<file path="src/rtl/low_priority_grant_sequencer_4_2_if.sv">
// Request/grant bundle for the 4-requester grant sequencer.
// The consumer side (master) drives requests and Done; the sequencer (slave) returns the grant.
interface low_priority_grant_sequencer_4_2_if;
    logic       Request_0_In;
    logic       Request_1_In;
    logic       Request_2_In;
    logic       Request_3_In;
    logic       Done_In;
    logic       Grant_Valid_Out;
    logic [1:0] Grant_Index_Out;
    logic [3:0] Grant_Onehot_Out;
    logic [3:0] Pending_Out;
    logic       Timeout_Out;

    modport master (
        output Request_0_In, Request_1_In, Request_2_In, Request_3_In, Done_In,
        input  Grant_Valid_Out, Grant_Index_Out, Grant_Onehot_Out, Pending_Out, Timeout_Out
    );

    modport slave (
        input  Request_0_In, Request_1_In, Request_2_In, Request_3_In, Done_In,
        output Grant_Valid_Out, Grant_Index_Out, Grant_Onehot_Out, Pending_Out, Timeout_Out
    );
endinterface

</file>
<file path="src/rtl/low_priority_grant_sequencer_4_2.sv">
// Sticky-pending 4-requester grant stage: lowest index wins, grant held until Done or timeout.
//
// state      | meaning
// -----------+---------------------------------------------------------
// ST_IDLE    | no grant; picks lowest pending index if any is pending
// ST_GRANT   | grant to idx active; hold counter running
// ST_RELEASE | single dead cycle after a grant; counter cleared
module low_priority_grant_sequencer_4_2 #(
    parameter int TIMEOUT_CYCLES = 16,
    parameter int COUNT_WIDTH    = 8
) (
    input  logic                              Clock_In,
    input  logic                              Reset_In,
    low_priority_grant_sequencer_4_2_if.slave bus
);

    typedef enum logic [1:0] {
        ST_IDLE    = 2'd0,
        ST_GRANT   = 2'd1,
        ST_RELEASE = 2'd2
    } state_t;

    localparam logic [COUNT_WIDTH-1:0] COUNT_LAST = COUNT_WIDTH'(TIMEOUT_CYCLES - 1);

    state_t                 state_q, state_d;
    logic [3:0]             pending_q, pending_d;
    logic [1:0]             idx_q, idx_d;
    logic [COUNT_WIDTH-1:0] count_q, count_d;
    logic                   timeout_q, timeout_d;
    logic                   grant_valid_q, grant_valid_d;
    logic [1:0]             grant_index_q, grant_index_d;
    logic [3:0]             grant_onehot_q, grant_onehot_d;
    logic [3:0]             req;
    logic [3:0]             clear;

    function automatic logic [1:0] lowest_set(input logic [3:0] p);
        if (p[0])      return 2'd0;
        else if (p[1]) return 2'd1;
        else if (p[2]) return 2'd2;
        else           return 2'd3;
    endfunction

    always_comb begin
        req       = {bus.Request_3_In, bus.Request_2_In, bus.Request_1_In, bus.Request_0_In};
        state_d   = state_q;
        idx_d     = idx_q;
        count_d   = count_q;
        clear     = 4'b0000;
        timeout_d = 1'b0;

        case (state_q)
            ST_IDLE: begin
                count_d = '0;
                if (pending_q != 4'b0000) begin
                    state_d = ST_GRANT;
                    idx_d   = lowest_set(pending_q);
                end
            end
            ST_GRANT: begin
                count_d = count_q + COUNT_WIDTH'(1);
                if (bus.Done_In) begin
                    clear   = 4'b0001 << idx_q;
                    state_d = ST_RELEASE;
                end else if (count_q == COUNT_LAST) begin
                    clear     = 4'b0001 << idx_q;
                    timeout_d = 1'b1;
                    state_d   = ST_RELEASE;
                end
            end
            ST_RELEASE: begin
                count_d = '0;
                state_d = ST_IDLE;
            end
            default: begin
                count_d = '0;
                state_d = ST_IDLE;
            end
        endcase

        // A request on the clearing edge re-arms the bit so it is served again.
        pending_d = (pending_q & ~clear) | req;

        // Grant outputs are registered from the next state so they are glitch-free.
        grant_valid_d  = (state_d == ST_GRANT);
        grant_index_d  = grant_valid_d ? idx_d : 2'b00;
        grant_onehot_d = grant_valid_d ? (4'b0001 << idx_d) : 4'b0000;
    end

    always_ff @(posedge Clock_In or posedge Reset_In) begin
        if (Reset_In) begin
            state_q        <= ST_IDLE;
            pending_q      <= 4'b0000;
            idx_q          <= 2'b00;
            count_q        <= '0;
            timeout_q      <= 1'b0;
            grant_valid_q  <= 1'b0;
            grant_index_q  <= 2'b00;
            grant_onehot_q <= 4'b0000;
        end else begin
            state_q        <= state_d;
            pending_q      <= pending_d;
            idx_q          <= idx_d;
            count_q        <= count_d;
            timeout_q      <= timeout_d;
            grant_valid_q  <= grant_valid_d;
            grant_index_q  <= grant_index_d;
            grant_onehot_q <= grant_onehot_d;
        end
    end

    assign bus.Grant_Valid_Out  = grant_valid_q;
    assign bus.Grant_Index_Out  = grant_index_q;
    assign bus.Grant_Onehot_Out = grant_onehot_q;
    assign bus.Pending_Out      = pending_q;
    assign bus.Timeout_Out      = timeout_q;

endmodule

</file>
<file path="src/flat_wrapper.sv">
// flat-port wrapper written by rule: the top's interface ports become plain ports
module low_priority_grant_sequencer_4_2_flat 
#(
    parameter int TIMEOUT_CYCLES = 16,
    parameter int COUNT_WIDTH    = 8
)
  (Clock_In, Reset_In, bus_Request_0_In, bus_Request_1_In, bus_Request_2_In, bus_Request_3_In, bus_Done_In, bus_Grant_Valid_Out, bus_Grant_Index_Out, bus_Grant_Onehot_Out, bus_Pending_Out, bus_Timeout_Out);
  low_priority_grant_sequencer_4_2_if bus_i ();
  input  logic Clock_In;
  input  logic Reset_In;
  input wire logic [$bits(bus_i.Request_0_In)-1:0] bus_Request_0_In;
  input wire logic [$bits(bus_i.Request_1_In)-1:0] bus_Request_1_In;
  input wire logic [$bits(bus_i.Request_2_In)-1:0] bus_Request_2_In;
  input wire logic [$bits(bus_i.Request_3_In)-1:0] bus_Request_3_In;
  input wire logic [$bits(bus_i.Done_In)-1:0] bus_Done_In;
  output wire logic [$bits(bus_i.Grant_Valid_Out)-1:0] bus_Grant_Valid_Out;
  output wire logic [$bits(bus_i.Grant_Index_Out)-1:0] bus_Grant_Index_Out;
  output wire logic [$bits(bus_i.Grant_Onehot_Out)-1:0] bus_Grant_Onehot_Out;
  output wire logic [$bits(bus_i.Pending_Out)-1:0] bus_Pending_Out;
  output wire logic [$bits(bus_i.Timeout_Out)-1:0] bus_Timeout_Out;
  assign bus_i.Request_0_In = bus_Request_0_In;
  assign bus_i.Request_1_In = bus_Request_1_In;
  assign bus_i.Request_2_In = bus_Request_2_In;
  assign bus_i.Request_3_In = bus_Request_3_In;
  assign bus_i.Done_In = bus_Done_In;
  assign bus_Grant_Valid_Out = bus_i.Grant_Valid_Out;
  assign bus_Grant_Index_Out = bus_i.Grant_Index_Out;
  assign bus_Grant_Onehot_Out = bus_i.Grant_Onehot_Out;
  assign bus_Pending_Out = bus_i.Pending_Out;
  assign bus_Timeout_Out = bus_i.Timeout_Out;
  low_priority_grant_sequencer_4_2 #(.TIMEOUT_CYCLES(TIMEOUT_CYCLES), .COUNT_WIDTH(COUNT_WIDTH)) u_core (.Clock_In(Clock_In), .Reset_In(Reset_In), .bus(bus_i));
endmodule
</file>
<file path="config.mk">
export PLATFORM = sky130hd
export DESIGN_NAME = low_priority_grant_sequencer_4_2_flat
export DESIGN_NICKNAME = d
export VERILOG_FILES = /design/src/rtl/low_priority_grant_sequencer_4_2_if.sv /design/src/rtl/low_priority_grant_sequencer_4_2.sv /design/src/flat_wrapper.sv
export SDC_FILE = /design/constraint.sdc
export NUM_CORES = 1
export LEC_CHECK = 0
export BUFFER_PORTS_ARGS = -buffer_cell sky130_fd_sc_hd__buf_2
export CELL_PAD_IN_SITES_DETAIL_PLACEMENT = 1
export CELL_PAD_IN_SITES_GLOBAL_PLACEMENT = 1
export CORE_ASPECT_RATIO = 0.8
export CORE_UTILIZATION = 44
export DETAILED_ROUTE_END_ITERATION = 10
export PLACE_DENSITY_LB_ADDON = 0.1
export SETUP_SLACK_MARGIN = 0.4
export SYNTH_ARGS = -nofsm -noshare
export SYNTH_HDL_FRONTEND = slang
export SYNTH_SLANG_ARGS = --single-unit
</file>
<file path="constraint.sdc">
create_clock -name Clock_In -period 3.8 [get_ports Clock_In]
set_input_delay 0.76 -clock Clock_In [delete_from_list [all_inputs] [get_ports Clock_In]]
set_output_delay 0.76 -clock Clock_In [all_outputs]
set_load 0.01 [all_outputs]
</file>
# Word-level counts from Yosys, hierarchy flattened
# Cells that the tools add are included.
[classes] muxes=18 reduce_logical=2 addsub=1 eq_ne=3 bitwise=3 shifts=2
[op_table] cell="$mux 2" count=8
[op_table] cell="$mux 4" count=4
[op_table] cell="$add 8x1->8 const B" count=1
[op_table] cell="$eq 8x4->1 const B" count=1
[op_table] cell="$mux 8" count=1
[op_table] cell="$shl 1x2->4 const A" count=2
[op_table] cell="$and 4x4->4" count=1
[op_table] cell="$eq 2x1->1 const B" count=2
[op_table] cell="$mux 1" count=4
[op_table] cell="$not 4->4" count=1
[op_table] cell="$or 4x4->4" count=1
[op_table] cell="$pmux 2 s2" count=1
[op_table] cell="$reduce_bool 4->1" count=1
[op_table] cell="$logic_not 2->1" count=1
[word_totals] out_inout_bits=12 register_bits=24

# Logic depth before layout (Yosys ltp)
# Gate-level depths: netlist of run 1.
[logic_depth] word_depth=7 mapped_depth=6 ltp_nobuf=5

# Worst setup path before layout of run 1
# Ideal clock, no wire load.
[synth_timing] path_kind="reg-to-reg" startpoint="register u_core.count_q[0]" endpoint="register u_core.grant_onehot_q[3] (netlist: u_core.bus.Grant_Onehot_Out[3])" arrival_time_ns=1.630 setup_slack_ns=2.104 path_buffers=1 setup_time_ns=0.067 stages_incl_launch_ff=7 path_cell_list="dfrtp_1 -> ha_1 -> and3_4 -> buf_6 -> a21o_1 -> a211o_4 -> and3b_1"
[synth_between] elab_chain_cells=6
[synth_rtl] element="start: declaration" line_no="low_priority_grant_sequencer_4_2.sv:28" rtl="logic [COUNT_WIDTH-1:0] count_q, count_d;"
[synth_rtl] element="start signal: assignment" line_no="low_priority_grant_sequencer_4_2.sv:103" rtl="count_q <= count_d;"
[synth_rtl] element="$eq 8x4->1" line_no="low_priority_grant_sequencer_4_2.sv:64" rtl="end else if (count_q == COUNT_LAST) begin"
[synth_rtl] element="$mux 2" line_no="low_priority_grant_sequencer_4_2.sv:64"
[synth_rtl] element="$mux 2" line_no="low_priority_grant_sequencer_4_2.sv:61" rtl="if (bus.Done_In) begin"
[synth_rtl] element="$pmux 2 s2" line_no="low_priority_grant_sequencer_4_2.sv:51" rtl="case (state_q)"
[synth_rtl] element="$eq 2x1->1" line_no="low_priority_grant_sequencer_4_2.sv:84" rtl="grant_valid_d = (state_d == ST_GRANT);"
[synth_rtl] element="$mux 4" line_no="low_priority_grant_sequencer_4_2.sv:86" rtl="grant_onehot_d = grant_valid_d ? (4'b0001 << idx_d) : 4'b0000;"
[synth_rtl] element="named net u_core.grant_onehot_d[3]" line_no="low_priority_grant_sequencer_4_2.sv:32" rtl="logic [3:0] grant_onehot_q, grant_onehot_d;"
[synth_rtl] element="end signal: assignment" line_no="low_priority_grant_sequencer_4_2.sv:107" rtl="grant_onehot_q <= grant_onehot_d;"
[synth_rtl] element="end: declaration" line_no="low_priority_grant_sequencer_4_2.sv:32"
# The timed path passes the listed nets, and every way through them passes these cells.

# Worst setup path after layout of run 1
[layout_timing] startpoint="register u_core.count_q[4]" endpoint="register u_core.grant_onehot_q[3] (netlist: u_core.bus.Grant_Onehot_Out[3])"
# Same word-level chain as after synthesis.

==> impl_metrics.sql, run 1 <==
INSERT INTO impl_metrics (metric_group, metric, value, unit) VALUES
('floorplanning', 'chipHeight', '44.61', 'µm'),
('finish', 'layout-drive-gt1-share', '23.85', '%'),
('floorplanning', 'pin_count', '19', ''),
('run', 'max_cap_viol_count', '0', ''),
('route', 'routedWlPerCell', '14.95', 'µm'),
('yosys', 'syn_inst', '89', ''),
('global_routing', 'grtUsageTotal', '18.47', '%'),
('global_routing', 'grt_pass1_vias', '727', ''),
('yosys', 'syn_nets', '97', ''),
('global_routing', 'grt_start_max_net_pins', '25', ''),
('timing', 'timing.setup.tns', '0', 'ns'),
('timing', 'worst-slew-pin-transition', '0.8795', 'ns'),
('finish', 'seqCellArea', '600.6', 'µm²'),
('power_and_ir_drop', 'p_leak', '0.5606', 'nW'),
('yosys', 'yosys_warnings', '0', ''),
('cts', 'post-cts-setup-buffer-count', '0', ''),
('cts', 'clkSlewWorstSetupHoldPaths', '0.13', 'ns'),
('worst_setup_path', 'setup.worst_path.class', 'reg -> reg', ''),
('power_and_ir_drop', 'irDropWorstVdd', '0.2969', 'mV'),
('route', 'remaining_drc_errors', '0', ''),
('global_routing', 'antenna_violations_before_repair', '0', ''),
('cts', 'max-clock-path-buffers', '2', ''),
('worst_setup_path', 'critPathCaptureType', 'flip-flop', ''),
('route', 'drt-initial-drc-count', '15', ''),
('worst_setup_path', 'worstPathArrival', '1.97', 'ns'),
('timing', 'hold_viol_final', '0', ''),
('timing', 'final_max_slew_viol_count', '0', ''),
('worst_setup_path', 'worstReg2RegStart', 'u_core.count_q[4]$_DFF_PP0_', ''),
('cts', 'ctsRootBufferMaster', 'sky130_fd_sc_hd__clkbuf_4', ''),
('yosys', 'yosysSeqAreaShare', '60.15', '%'),
('finish', 'num-fill-cells', '242', ''),
('placed_design', 'i_o_buffers', '18', ''),
('route', 'detail_route.vias_per_cell', '5.306', ''),
('yosys', 'syn_area_per_cell', '11.22', 'µm²'),
('global_routing', 'overflow', '0', ''),
('floorplanning', 'std_cell_rows', '15', ''),
('yosys', 'netlist_area', '998.5', 'µm²'),
('cts', 'cts-buffers-inserted', '3', ''),
('route', 'detailedRoute.firstPassIterationCount', '4', ''),
('floorplanning', 'die_width', '55.26', 'µm'),
('worst_setup_path', 'crit_path_end', 'u_core.bus.Grant_Onehot_Out[3]$_DFF_PP0_', ''),
('timing', 'setup_repair_after_global_routing_missed_its_margin', 'false', ''),
('yosys', 'yosys_register_bits', '24', ''),
('cts', 'cts_tree', 'yes', ''),
('placed_design', 'hpwlAfterDp', '1466', 'µm'),
('status', 'result_of_the_run', 'complete, no violations', ''),
('yosys', 'count_of_distinct_cell_types_in_the_synthesized_netlist', '30', ''),
('cts', 'cts-hold-fix-buffers', '0', ''),
('finish', 'multi_input_comb_area', '360.3', 'µm²'),
('finish', 'fin_area', '0.001157', 'mm²'),
('route', 'ant_nets', '0', ''),
('finish', 'layout.cells.most_common', 'sky130_fd_sc_hd__dfrtp_1', ''),
('finish', 'fin_nets', '118', ''),
('worst_setup_path', 'worst_r2r_endpoint', 'u_core.bus.Grant_Onehot_Out[3]$_DFF_PP0_', ''),
('worst_setup_path', 'critPathLaunch', 'u_core.count_q[4]$_DFF_PP0_', ''),
('cts', 'tritoncts_num_sinks', '24', ''),
('floorplanning', 'die_area', '0.002465', 'mm²'),
('floorplanning', 'starting_density', '46.67', '%'),
('placed_design', 'gpl.final_weighted_congestion', '0.7051', ''),
('hold_path', 'hold_path.class', 'reg -> reg', ''),
('worst_setup_path', 'reg2reg_setup_slack', '2.05', 'ns'),
('cts', 'cts-htree-levels', '1', ''),
('timing', 'period_needed', '1.745', 'ns'),
('worst_setup_path', 'worstSetupStartpointType', 'flip-flop', ''),
('finish', 'syn_to_final_growth', '15.91', '%'),
('floorplanning', 'design.core.area', '0.002140', 'mm²'),
('timing', 'worst_case_headroom_to_the_max_slew_limit', '41.30', '%'),
('worst_setup_path', 'timing.critical_path.required', '4.02', 'ns'),
('timing', 'max_freq', '573.0', 'MHz'),
('placed_design', 'dpl-instance-area', '0.001105', 'mm²'),
('route', 'drt_wl_total', '2003', 'µm'),
('cts', 'clock_latency', '0.31', 'ns'),
('worst_setup_path', 'r2r_cells', '4', ''),
('cts', 'cts_resized', '0', ''),
('worst_setup_path', 'critPathMaxFanout', '8', ''),
('timing', 'final.setup_skew', '0.002648', 'ns'),
('timing', 'final-setup-viol-count', '0', ''),
('power_and_ir_drop', 'power.density', '570.3', 'mW/mm²'),
('finish', 'mostFrequentLayoutCells', 'sky130_fd_sc_hd__dfrtp_1 (24), sky130_fd_sc_hd__buf_2 (18), sky130_fd_sc_hd__nor2_1 (14)', ''),
('global_routing', 'grt_first_pass_wirelength', '3422', 'µm'),
('route', 'routed-via-count', '711', ''),
('timing', 'post-route-period-util', '45.92', '%'),
('finish', 'insertedDiodeCount', '0', '');
## state kept, by name, summed over array words and instances (netlist names)
name,cells
u_core.count_q,8
u_core.bus.Grant_Onehot_Out,4
u_core.bus.Pending_Out,4
u_core.bus.Grant_Index_Out,2
u_core.idx_q,2
u_core.state_q,2
u_core.bus.Grant_Valid_Out,1
u_core.bus.Timeout_Out,1
## how the worst min path moves through the flow
stage,start,end,slack (ns),depth (start not counted)
after floorplan,u_core.count_q[0]$_DFF_PP0_,u_core.count_q[0]$_DFF_PP0_,0.42,1
after global placement,u_core.count_q[0]$_DFF_PP0_,u_core.count_q[0]$_DFF_PP0_,0.44,1
after detailed placement,u_core.count_q[0]$_DFF_PP0_,u_core.count_q[0]$_DFF_PP0_,0.45,1
after CTS,u_core.count_q[0]$_DFF_PP0_,u_core.count_q[0]$_DFF_PP0_,0.47,1
after global routing,u_core.count_q[0]$_DFF_PP0_,u_core.count_q[0]$_DFF_PP0_,0.50,1
final,u_core.count_q[0]$_DFF_PP0_,u_core.count_q[0]$_DFF_PP0_,0.47,1
## where the power goes
group	leakage (nW)	switching (mW)	internal [mW]	total (mW)
Clock	0.0279	0.0768	0.107	0.183
Sequential	0.299	0.0346	0.300	0.334
Combinational	0.233	0.0831	0.0594	0.142
## through the flow
stage                     power [mW]  utilization (%)  worst slack [ns]  hold slack [ns]  cells
final                         0.6601            54.09             2.055           0.4735    134
after floorplan               0.4265                -             2.104           0.4245     89
after global placement        0.4758            51.64             2.063           0.4400    130
after detailed placement      0.4854            51.64             2.033           0.4511    130
after CTS                     0.6698            54.09             2.056           0.4692    134
after global routing          0.6984            54.09             1.936           0.5026    134
## synth_stat cells, drive strengths merged
cell type	instances	area share, %
nor4b	2	1.8
nor2	14	5.3
xnor2	2	1.8
nor3b	1	1.3
o32a	1	1.0
o21a	1	0.75
o21bai	1	0.75
xor2	4	3.5
nand2b	1	0.63
clkbuf	1	0.38
and3	2	1.8
a211o	1	1.8
nor3	4	2.5
inv	6	2.3
nor4	3	1.9
and2	2	1.3
o21ai	2	1.0
ha	1	1.3
a21oi	5	2.5
a21o	1	0.75
nor2b	1	0.63
or2	1	0.63
buf	1	1.1
and3b	1	0.88
dfrtp	24	60
nand4	1	0.63
nand2	4	1.5
nand3	1	0.50
## final cells by class
| cell class | count | share of cell area, % |
|---|---|---|
| Clock buffer | 3 | 1.946 |
| Clock inverter | 1 | 2.595 |
| Inverter | 6 | 1.946 |
| Multi-Input combinational cell | 57 | 31.14 |
| Sequential cell | 24 | 51.89 |
| Tap cell | 25 | 2.703 |
| Timing Repair Buffer | 18 | 7.784 |
## kinds of logic after synthesis
group                      share of synthesized area, %
xor gates and xnor gates                          5.263
adders and majority gates                         1.253
DFF                                               60.15
and+or+nand+nor                                   21.05
AOI/OAI and AO/OA                                 8.522
buffers and inverters                             3.759
## worst max-delay path: stages (launching register included)
cell	delay [ns]
sky130_fd_sc_hd__dfrtp_1	0.44
sky130_fd_sc_hd__nor4_1	0.54
sky130_fd_sc_hd__a21o_1	0.28
sky130_fd_sc_hd__a211o_4	0.21
sky130_fd_sc_hd__and3b_1	0.18
## per-layer routing
layer | part of all wire (%) | GRT usage (%)
met2 | 48 | 32.77
met5 | 0 | 0
met3 | 4.5 | 5.848
met4 | 0.85 | 4.500
met1 | 47 | 22.43
(Power assumes the default switching activity.)
==> run 2, diff against run 1 <==
--- a/config.mk
+++ b/config.mk
@@ -9,7 +9,7 @@
 export CELL_PAD_IN_SITES_DETAIL_PLACEMENT = 1
 export CELL_PAD_IN_SITES_GLOBAL_PLACEMENT = 1
 export CORE_ASPECT_RATIO = 0.8
-export CORE_UTILIZATION = 44
+export CORE_UTILIZATION = 37
 export DETAILED_ROUTE_END_ITERATION = 10
 export PLACE_DENSITY_LB_ADDON = 0.1
 export SETUP_SLACK_MARGIN = 0.4
==> constraint.sdc (replaced) <==
create_clock -name Clock_In -period 1.55 [get_ports Clock_In]
set_input_delay 0.31 -clock Clock_In [delete_from_list [all_inputs] [get_ports Clock_In]]
set_output_delay 0.31 -clock Clock_In [all_outputs]
set_load 0.01 [all_outputs]
==> run 2 against run 1 <==
  * The flow now finishes with violations (negative setup slack)
  * Die area increased by 18%
  * Sequential share of layout area down 13 points
  * Non-clock buffer count increased by 25
  * First-iteration DRC count rose to 3.2 times the previous value
  * Critical path depth rose by 1
  * Worst setup slack lost 2.1 ns
  * Global-route usage increased by 0.70 points
  * Via count rose by 18%
  * Power grew to 2.7 times the previous value
  * Sequential power rose to 2.5 times the previous value
  * Count of clock-buffer cells in the layout up 1
  * Register-to-register slack worse by 2.1 ns
  * Critical endpoint unchanged
==> impl_metrics.sql, run 2 (synthesis results as in run 1) <==
INSERT INTO impl_metrics (metric_group, metric, value, unit) VALUES
('status', 'result_of_the_run', 'complete, but fails checks', ''),
('status', 'failed_checks', 'negative setup slack', ''),
('worst_setup_path', 'reg2reg_setup_slack', '-0.08', 'ns'),
('run', 'max_cap_viol_count', '0', ''),
('timing', 'final_max_slew_viol_count', '0', ''),
('route', 'routed-via-count', '840', ''),
('placed_design', 'i_o_buffers', '18', ''),
('power_and_ir_drop', 'irDropWorstVdd', '0.6318', 'mV'),
('worst_setup_path', 'critPathCaptureType', 'flip-flop', ''),
('timing', 'period_needed', '1.632', 'ns'),
('worst_setup_path', 'delay_of_the_slowest_cell_on_the_worst_path', '0.41', 'ns'),
('worst_setup_path', 'worstPathArrival', '1.90', 'ns'),
('global_routing', 'grt_pass1_vias', '833', ''),
('finish', 'max_flop_register', 'u_core.count_q', ''),
('worst_setup_path', 'worstReg2RegStart', 'u_core.count_q[0]$_DFF_PP0_', ''),
('finish', 'seqCellArea', '604.3', 'µm²'),
('hold_path', 'hold_path.class', 'in -> async', ''),
('timing', 'holdWs', '0.0002519', 'ns'),
('placed_design', 'hpwlAfterDp', '1538', 'µm'),
('worst_setup_path', 'critPathMaxFanout', '8', ''),
('floorplanning', 'std_cell_rows', '16', ''),
('timing', 'final.setup.worst_slack', '-0.08240', 'ns'),
('global_routing', 'grtUsageTotal', '19.18', '%'),
('finish', 'mostFrequentLayoutCells', 'sky130_fd_sc_hd__dfrtp_1 (21), sky130_fd_sc_hd__buf_6 (16), sky130_fd_sc_hd__buf_4 (15)', ''),
('route', 'ant_nets', '0', ''),
('cts', 'cts-htree-levels', '1', ''),
('cts', 'cts-buffers-inserted', '3', ''),
('finish', 'insertedDiodeCount', '0', ''),
('worst_setup_path', 'worst_r2r_endpoint', 'u_core.bus.Grant_Onehot_Out[3]$_DFF_PP0_', ''),
('finish', 'layout.cells.most_common', 'sky130_fd_sc_hd__dfrtp_1', ''),
('finish', 'num-fill-cells', '264', ''),
('timing', 'timing.setup.tns', '-0.2386', 'ns'),
('global_routing', 'grt_first_pass_wirelength', '4098', 'µm'),
('route', 'drt_wl_total', '2915', 'µm'),
('floorplanning', 'die_width', '60.08', 'µm'),
('finish', 'layout-drive-gt1-share', '58.96', '%'),
('power_and_ir_drop', 'p_leak', '0.7291', 'nW'),
('route', 'routedWlPerCell', '17.15', 'µm'),
('cts', 'tritoncts_num_sinks', '24', ''),
('worst_setup_path', 'setup.worst_path.class', 'reg -> reg', ''),
('floorplanning', 'chipHeight', '48.46', 'µm'),
('finish', 'largest_register_ffs', '8', ''),
('floorplanning', 'pin_count', '19', ''),
('timing', 'post-route-period-util', '105.3', '%'),
('timing', 'final.setup_skew', '0.009969', 'ns'),
('worst_setup_path', 'critical_path.slowest_cell', 'sky130_fd_sc_hd__dfrtp_1', ''),
('finish', 'syn_to_final_growth', '56.77', '%'),
('cts', 'cts_tree', 'yes', ''),
('finish', 'fin_nets', '143', ''),
('global_routing', 'antenna_violations_before_repair', '0', ''),
('floorplanning', 'die_area', '0.002911', 'mm²'),
('worst_setup_path', 'cp_num_buf_inv', '0', ''),
('cts', 'clkSlewWorstSetupHoldPaths', '0.13', 'ns'),
('cts', 'ctsRootBufferMaster', 'sky130_fd_sc_hd__clkbuf_4', ''),
('cts', 'max-clock-path-buffers', '2', ''),
('route', 'detail_route.vias_per_cell', '4.941', ''),
('route', 'drt-initial-drc-count', '48', ''),
('worst_setup_path', 'crit_path_cell_trace', 'ha_2 -> and3_4 -> a21o_1 -> a211o_4 -> and3b_1', ''),
('global_routing', 'overflow', '0', ''),
('global_routing', 'grt_start_max_net_pins', '25', ''),
('cts', 'clock_latency', '0.32', 'ns'),
('worst_setup_path', 'worstSetupStartpointType', 'flip-flop', ''),
('finish', 'multi_input_comb_area', '504.2', 'µm²'),
('timing', 'setup_repair_after_global_routing_missed_its_margin', 'true', ''),
('route', 'remaining_drc_errors', '0', ''),
('worst_setup_path', 'cp_top_family', 'compound AO/OA/AOI/OAI gates', ''),
('timing', 'final-setup-viol-count', '6', ''),
('timing', 'worst-slew-pin-transition', '0.5178', 'ns'),
('floorplanning', 'design.core.area', '0.002502', 'mm²'),
('timing', 'max_freq', '612.6', 'MHz'),
('floorplanning', 'starting_density', '39.90', '%'),
('placed_design', 'pre_cts_ws', '-0.007682', 'ns'),
('timing', 'hold_viol_final', '0', ''),
('power_and_ir_drop', 'power.density', '1120', 'mW/mm²'),
('timing', 'worst_case_headroom_to_the_max_slew_limit', '64.99', '%'),
('worst_setup_path', 'timing.critical_path.required', '1.82', 'ns'),
('worst_setup_path', 'r2r_cells', '5', ''),
('placed_design', 'gpl.final_weighted_congestion', '0.7292', ''),
('route', 'detailedRoute.firstPassIterationCount', '4', '');
[run 2: worst min-delay path, delay by kind of cell]
| kind | cells | cell delay [ns] |
|---|---|---|
| buf+inv | 3 | 0.42 |
[run 2: report_power, final]
| group | leakage, nW | switching [mW] | total [mW] | internal (mW) |
|---|---|---|---|---|
| registers | 0.298 | 0.111 | 0.848 | 0.737 |
| clock network | 0.0210 | 0.189 | 0.333 | 0.144 |
| logic | 0.410 | 0.274 | 0.573 | 0.298 |
| total | 0.729 | 0.575 | 1.75 | 1.18 |
[run 2: repair_timing]
action | 4_1_cts | 5_1_grt
setup endpoints to repair | 30 | 34
hold buffers | 0 | 0
resized for setup | 28 | 20
gates cloned | 0 | 0
pin swaps | 10 | 16
buffers inserted | 8 | 8
[run 2: layout make-up]
cell class              count  share of cell area (%)
multi-input cells          57                   32.21
clock buffers               4                   2.318
inverters                   6                   1.439
repair buffers             43                   22.54
flip-flops and latches     24                   38.61
well taps                  36                   2.878
[run 2: per-layer routing]
metal | GRT usage (%) | routed length [µm] | vias to the layer above
li1 | - | - | 388
met1 | 25.65 | 1275 | 431
met2 | 30.56 | 1506 | 19
met3 | 6.150 | 115 | 2
met4 | 3.488 | 19 | 0
met5 | 0 | 0 | -
[run 2: worst max-delay path by stage]
stage	startpoint	end	slack, ns	depth (start not counted)
detailed placement	u_core.count_q[1]$_DFF_PP0_	u_core.bus.Grant_Onehot_Out[3]$_DFF_PP0_	-0.008	5
global route	u_core.count_q[0]$_DFF_PP0_	u_core.bus.Grant_Onehot_Out[3]$_DFF_PP0_	-0.13	5
floorplan	u_core.count_q[0]$_DFF_PP0_	u_core.bus.Grant_Onehot_Out[3]$_DFF_PP0_	-0.09	6
CTS	u_core.count_q[1]$_DFF_PP0_	u_core.bus.Grant_Onehot_Out[3]$_DFF_PP0_	-0.02	5
finish	u_core.count_q[0]$_DFF_PP0_	u_core.bus.Grant_Onehot_Out[3]$_DFF_PP0_	-0.08	5
global placement	u_core.count_q[1]$_DFF_PP0_	u_core.bus.Grant_Onehot_Out[3]$_DFF_PP0_	0.03	5
[run 2: metrics by stage]
step / instances / cell area (µm²) / power [mW] / util (%)
3_3_place_gp: 150 / 1199 / 1.214 / 47.90
4_1_cts: 162 / 1414 / 1.661 / 56.50
3_5_place_dp: 150 / 1199 / 1.228 / 47.90
2_1_floorplan: 89 / 1011 / 1.060 / -
6_report: 170 / 1565 / 1.754 / 62.55
5_1_grt: 170 / 1565 / 1.861 / 62.55
==> run 3, diff against run 2 <==
--- a/config.mk
+++ b/config.mk
@@ -9,7 +9,7 @@
 export CELL_PAD_IN_SITES_DETAIL_PLACEMENT = 1
 export CELL_PAD_IN_SITES_GLOBAL_PLACEMENT = 1
 export CORE_ASPECT_RATIO = 0.8
-export CORE_UTILIZATION = 37
+export CORE_UTILIZATION = 41
 export DETAILED_ROUTE_END_ITERATION = 10
 export PLACE_DENSITY_LB_ADDON = 0.1
 export SETUP_SLACK_MARGIN = 0.4
==> constraint.sdc (replaced) <==
create_clock -name Clock_In -period 1.8 [get_ports Clock_In]
set_input_delay 0.36 -clock Clock_In [delete_from_list [all_inputs] [get_ports Clock_In]]
set_output_delay 0.36 -clock Clock_In [all_outputs]
set_load 0.01 [all_outputs]
==> run 3 against run 2 <==
  * The run ends with design-rule violations left
  * Flip-flop and latch count unchanged
  * Core utilization decreased by 4.1 points
  * Combinational power shrank 34%
  * Sequential power down 16%
  * Critical path type unchanged
==> impl_metrics.sql, run 3 (synthesis results as in run 1) <==
INSERT INTO impl_metrics (metric_group, metric, value, unit) VALUES
('finish', 'layout-drive-gt1-share', '42.50', '%'),
('cts', 'cts-htree-levels', '1', ''),
('cts', 'clock_latency', '0.32', 'ns'),
('placed_design', 'i_o_buffers', '18', ''),
('run', 'max_cap_viol_count', '0', ''),
('floorplanning', 'die_area', '0.002638', 'mm²'),
('finish', 'num-fill-cells', '245', ''),
('timing', 'final.setup_skew', '0.005591', 'ns'),
('worst_setup_path', 'delay_of_the_slowest_cell_on_the_worst_path', '0.42', 'ns'),
('route', 'drt_wl_total', '2306', 'µm'),
('placed_design', 'hpwlAfterDp', '1446', 'µm'),
('timing', 'setup_repair_after_global_routing_missed_its_margin', 'true', ''),
('global_routing', 'grt_start_max_net_pins', '25', ''),
('hold_path', 'hold_path.class', 'in -> async', ''),
('route', 'routedWlPerCell', '15.90', 'µm'),
('worst_setup_path', 'critical_path.slowest_cell', 'sky130_fd_sc_hd__dfrtp_1', ''),
('finish', 'max_flop_register', 'u_core.count_q', ''),
('cts', 'clkSlewWorstSetupHoldPaths', '0.14', 'ns'),
('timing', 'worst-slew-pin-transition', '0.4682', 'ns'),
('cts', 'cts_tree', 'yes', ''),
('placed_design', 'dpl.cell_count', '133', ''),
('placed_design', 'gpl.final_weighted_congestion', '0.7550', ''),
('worst_setup_path', 'critPathMaxFanout', '8', ''),
('global_routing', 'overflow', '0', ''),
('status', 'failed_checks', 'design-rule violations', ''),
('cts', 'cts-buffers-inserted', '3', ''),
('timing', 'period_needed', '1.626', 'ns'),
('route', 'drt-initial-drc-count', '13', ''),
('power_and_ir_drop', 'p_leak', '0.6242', 'nW'),
('cts', 'cts-hold-fix-buffers', '0', ''),
('finish', 'mostFrequentLayoutCells', 'sky130_fd_sc_hd__dfrtp_1 (23), sky130_fd_sc_hd__buf_2 (18), sky130_fd_sc_hd__nor2_1 (14)', ''),
('timing', 'timing.setup.tns', '0', 'ns'),
('status', 'result_of_the_run', 'complete, but fails checks', ''),
('worst_setup_path', 'worstSetupStartpointType', 'flip-flop', ''),
('timing', 'max_freq', '615.0', 'MHz'),
('finish', 'syn_to_final_growth', '30.83', '%'),
('timing', 'worst_case_headroom_to_the_max_slew_limit', '68.79', '%'),
('finish', 'layout.cells.most_common', 'sky130_fd_sc_hd__dfrtp_1', ''),
('finish', 'post_layout_nonfiller_instances', '145', ''),
('floorplanning', 'chipHeight', '46.14', 'µm'),
('timing', 'post-route-period-util', '90.33', '%'),
('cts', 'max-clock-path-buffers', '2', ''),
('finish', 'insertedDiodeCount', '0', ''),
('worst_setup_path', 'timing.critical_path.required', '2.06', 'ns'),
('finish', 'largest_register_ffs', '8', ''),
('timing', 'final-setup-viol-count', '0', ''),
('route', 'detailedRoute.firstPassIterationCount', '6', ''),
('global_routing', 'grt_pass1_vias', '759', ''),
('floorplanning', 'die_width', '57.18', 'µm'),
('worst_setup_path', 'worstPathArrival', '1.89', 'ns'),
('worst_setup_path', 'critPathCaptureType', 'flip-flop', ''),
('timing', 'final_max_slew_viol_count', '0', ''),
('power_and_ir_drop', 'power.density', '1137', 'mW/mm²'),
('floorplanning', 'pin_count', '19', ''),
('global_routing', 'grtUsageTotal', '19.05', '%'),
('route', 'detail_route.vias_per_cell', '5.214', ''),
('floorplanning', 'design.core.area', '0.002233', 'mm²'),
('floorplanning', 'std_cell_rows', '15', ''),
('global_routing', 'grt_first_pass_wirelength', '3615', 'µm'),
('worst_setup_path', 'crit_path_cell_trace', 'ha_2 -> and3_4 -> a21o_1 -> a211o_4 -> and3b_1', ''),
('timing', 'hold_viol_final', '0', ''),
('route', 'ant_nets', '0', ''),
('route', 'remaining_drc_errors', '4', ''),
('worst_setup_path', 'setup.worst_path.class', 'reg -> reg', ''),
('cts', 'ctsRootBufferMaster', 'sky130_fd_sc_hd__clkbuf_4', ''),
('power_and_ir_drop', 'irDropWorstVdd', '0.5965', 'mV'),
('cts', 'tritoncts_num_sinks', '24', ''),
('floorplanning', 'starting_density', '44.71', '%'),
('finish', 'fin_nets', '129', ''),
('route', 'routed-via-count', '756', ''),
('global_routing', 'antenna_violations_before_repair', '0', '');
-- run 3: cell count changes in the layout (fill, tap and decap cells not counted), sizes merged --
| cell | previous run | this run |
|---|---|---|
| buf | 43 | 29 |
| clkbuf | 4 | 3 |
| bufinv | 0 | 1 |
-- run 3: repair_timing --
action	in CTS	in global routing
endpoints found under the setup margin	9	14
resized for setup	5	11
pin swaps	5	6
setup buffers	3	5
-- run 3: final cells by class --
type,count,area (µm²),area share (%)
timing repair buffer,29,176.4,13.51
tap,25,31.28,2.395
clock inverter,1,30.03,2.299
sequential,24,601.8,46.07
multi-input combinational,57,421.7,32.28
inverter,6,22.52,1.724
clock buffer,3,22.52,1.724
-- run 3: worst max-delay path, delay by kind of cell (launching register included) --
| family | cells | cell delay [ns] |
|---|---|---|
| AND/OR/NAND/NOR | 2 | 0.40 |
| adder cells (fa/ha/maj) | 1 | 0.20 |
| flip-flops | 1 | 0.42 |
| AO/OA/AOI/OAI | 2 | 0.55 |
-- run 3: final timing paths --
check,startpoint,endpoint,slack (ns),cells past startpoint
min in group Clock_In,bus_Done_In,u_core.bus.Timeout_Out$_DFF_PP0_,0.23,2
min reg2reg,u_core.count_q[0]$_DFF_PP0_,u_core.count_q[0]$_DFF_PP0_,0.48,1
max,u_core.count_q[1]$_DFF_PP0_,u_core.bus.Grant_Onehot_Out[3]$_DFF_PP0_,0.17,5
min,Reset_In,u_core.state_q[0]$_DFF_PP0_,0.05,3
max reg2reg,u_core.count_q[1]$_DFF_PP0_,u_core.bus.Grant_Onehot_Out[3]$_DFF_PP0_,0.17,5
max in group asynchronous,Reset_In,u_core.count_q[5]$_DFF_PP0_,1.50,3
-- run 3: metal layers --
metal  vias to the layer above  wire [µm]  global-route usage, %
li1                        360          -                      -
met4                         0         22                  7.317
met3                         2         79                  6.180
met2                        14       1134                  30.35
met1                       380       1070                  24.60
met5                         -          0                      0
-- run 3: power by group --
group,internal [mW],switching [mW],total (mW)
clock network,0.225,0.168,0.393
logic,0.176,0.200,0.377
registers,0.632,0.0836,0.716
total,1.03,0.451,1.49
-- run 3: per-stage QoR --
stage	hold WS, ns	total power [mW]	area [µm²]	worst slack, ns	utilization, %
after floorplan	0.3746	0.9032	1001	0.1602	-
after global placement	0.4160	1.032	1130	0.1604	50.59
after detailed placement	0.4236	1.047	1130	0.1322	50.59
after CTS	0.05281	1.461	1235	0.1626	55.29
after global routing	0.06227	1.578	1306	0.1269	58.49
final	0.05420	1.485	1306	0.1740	58.49
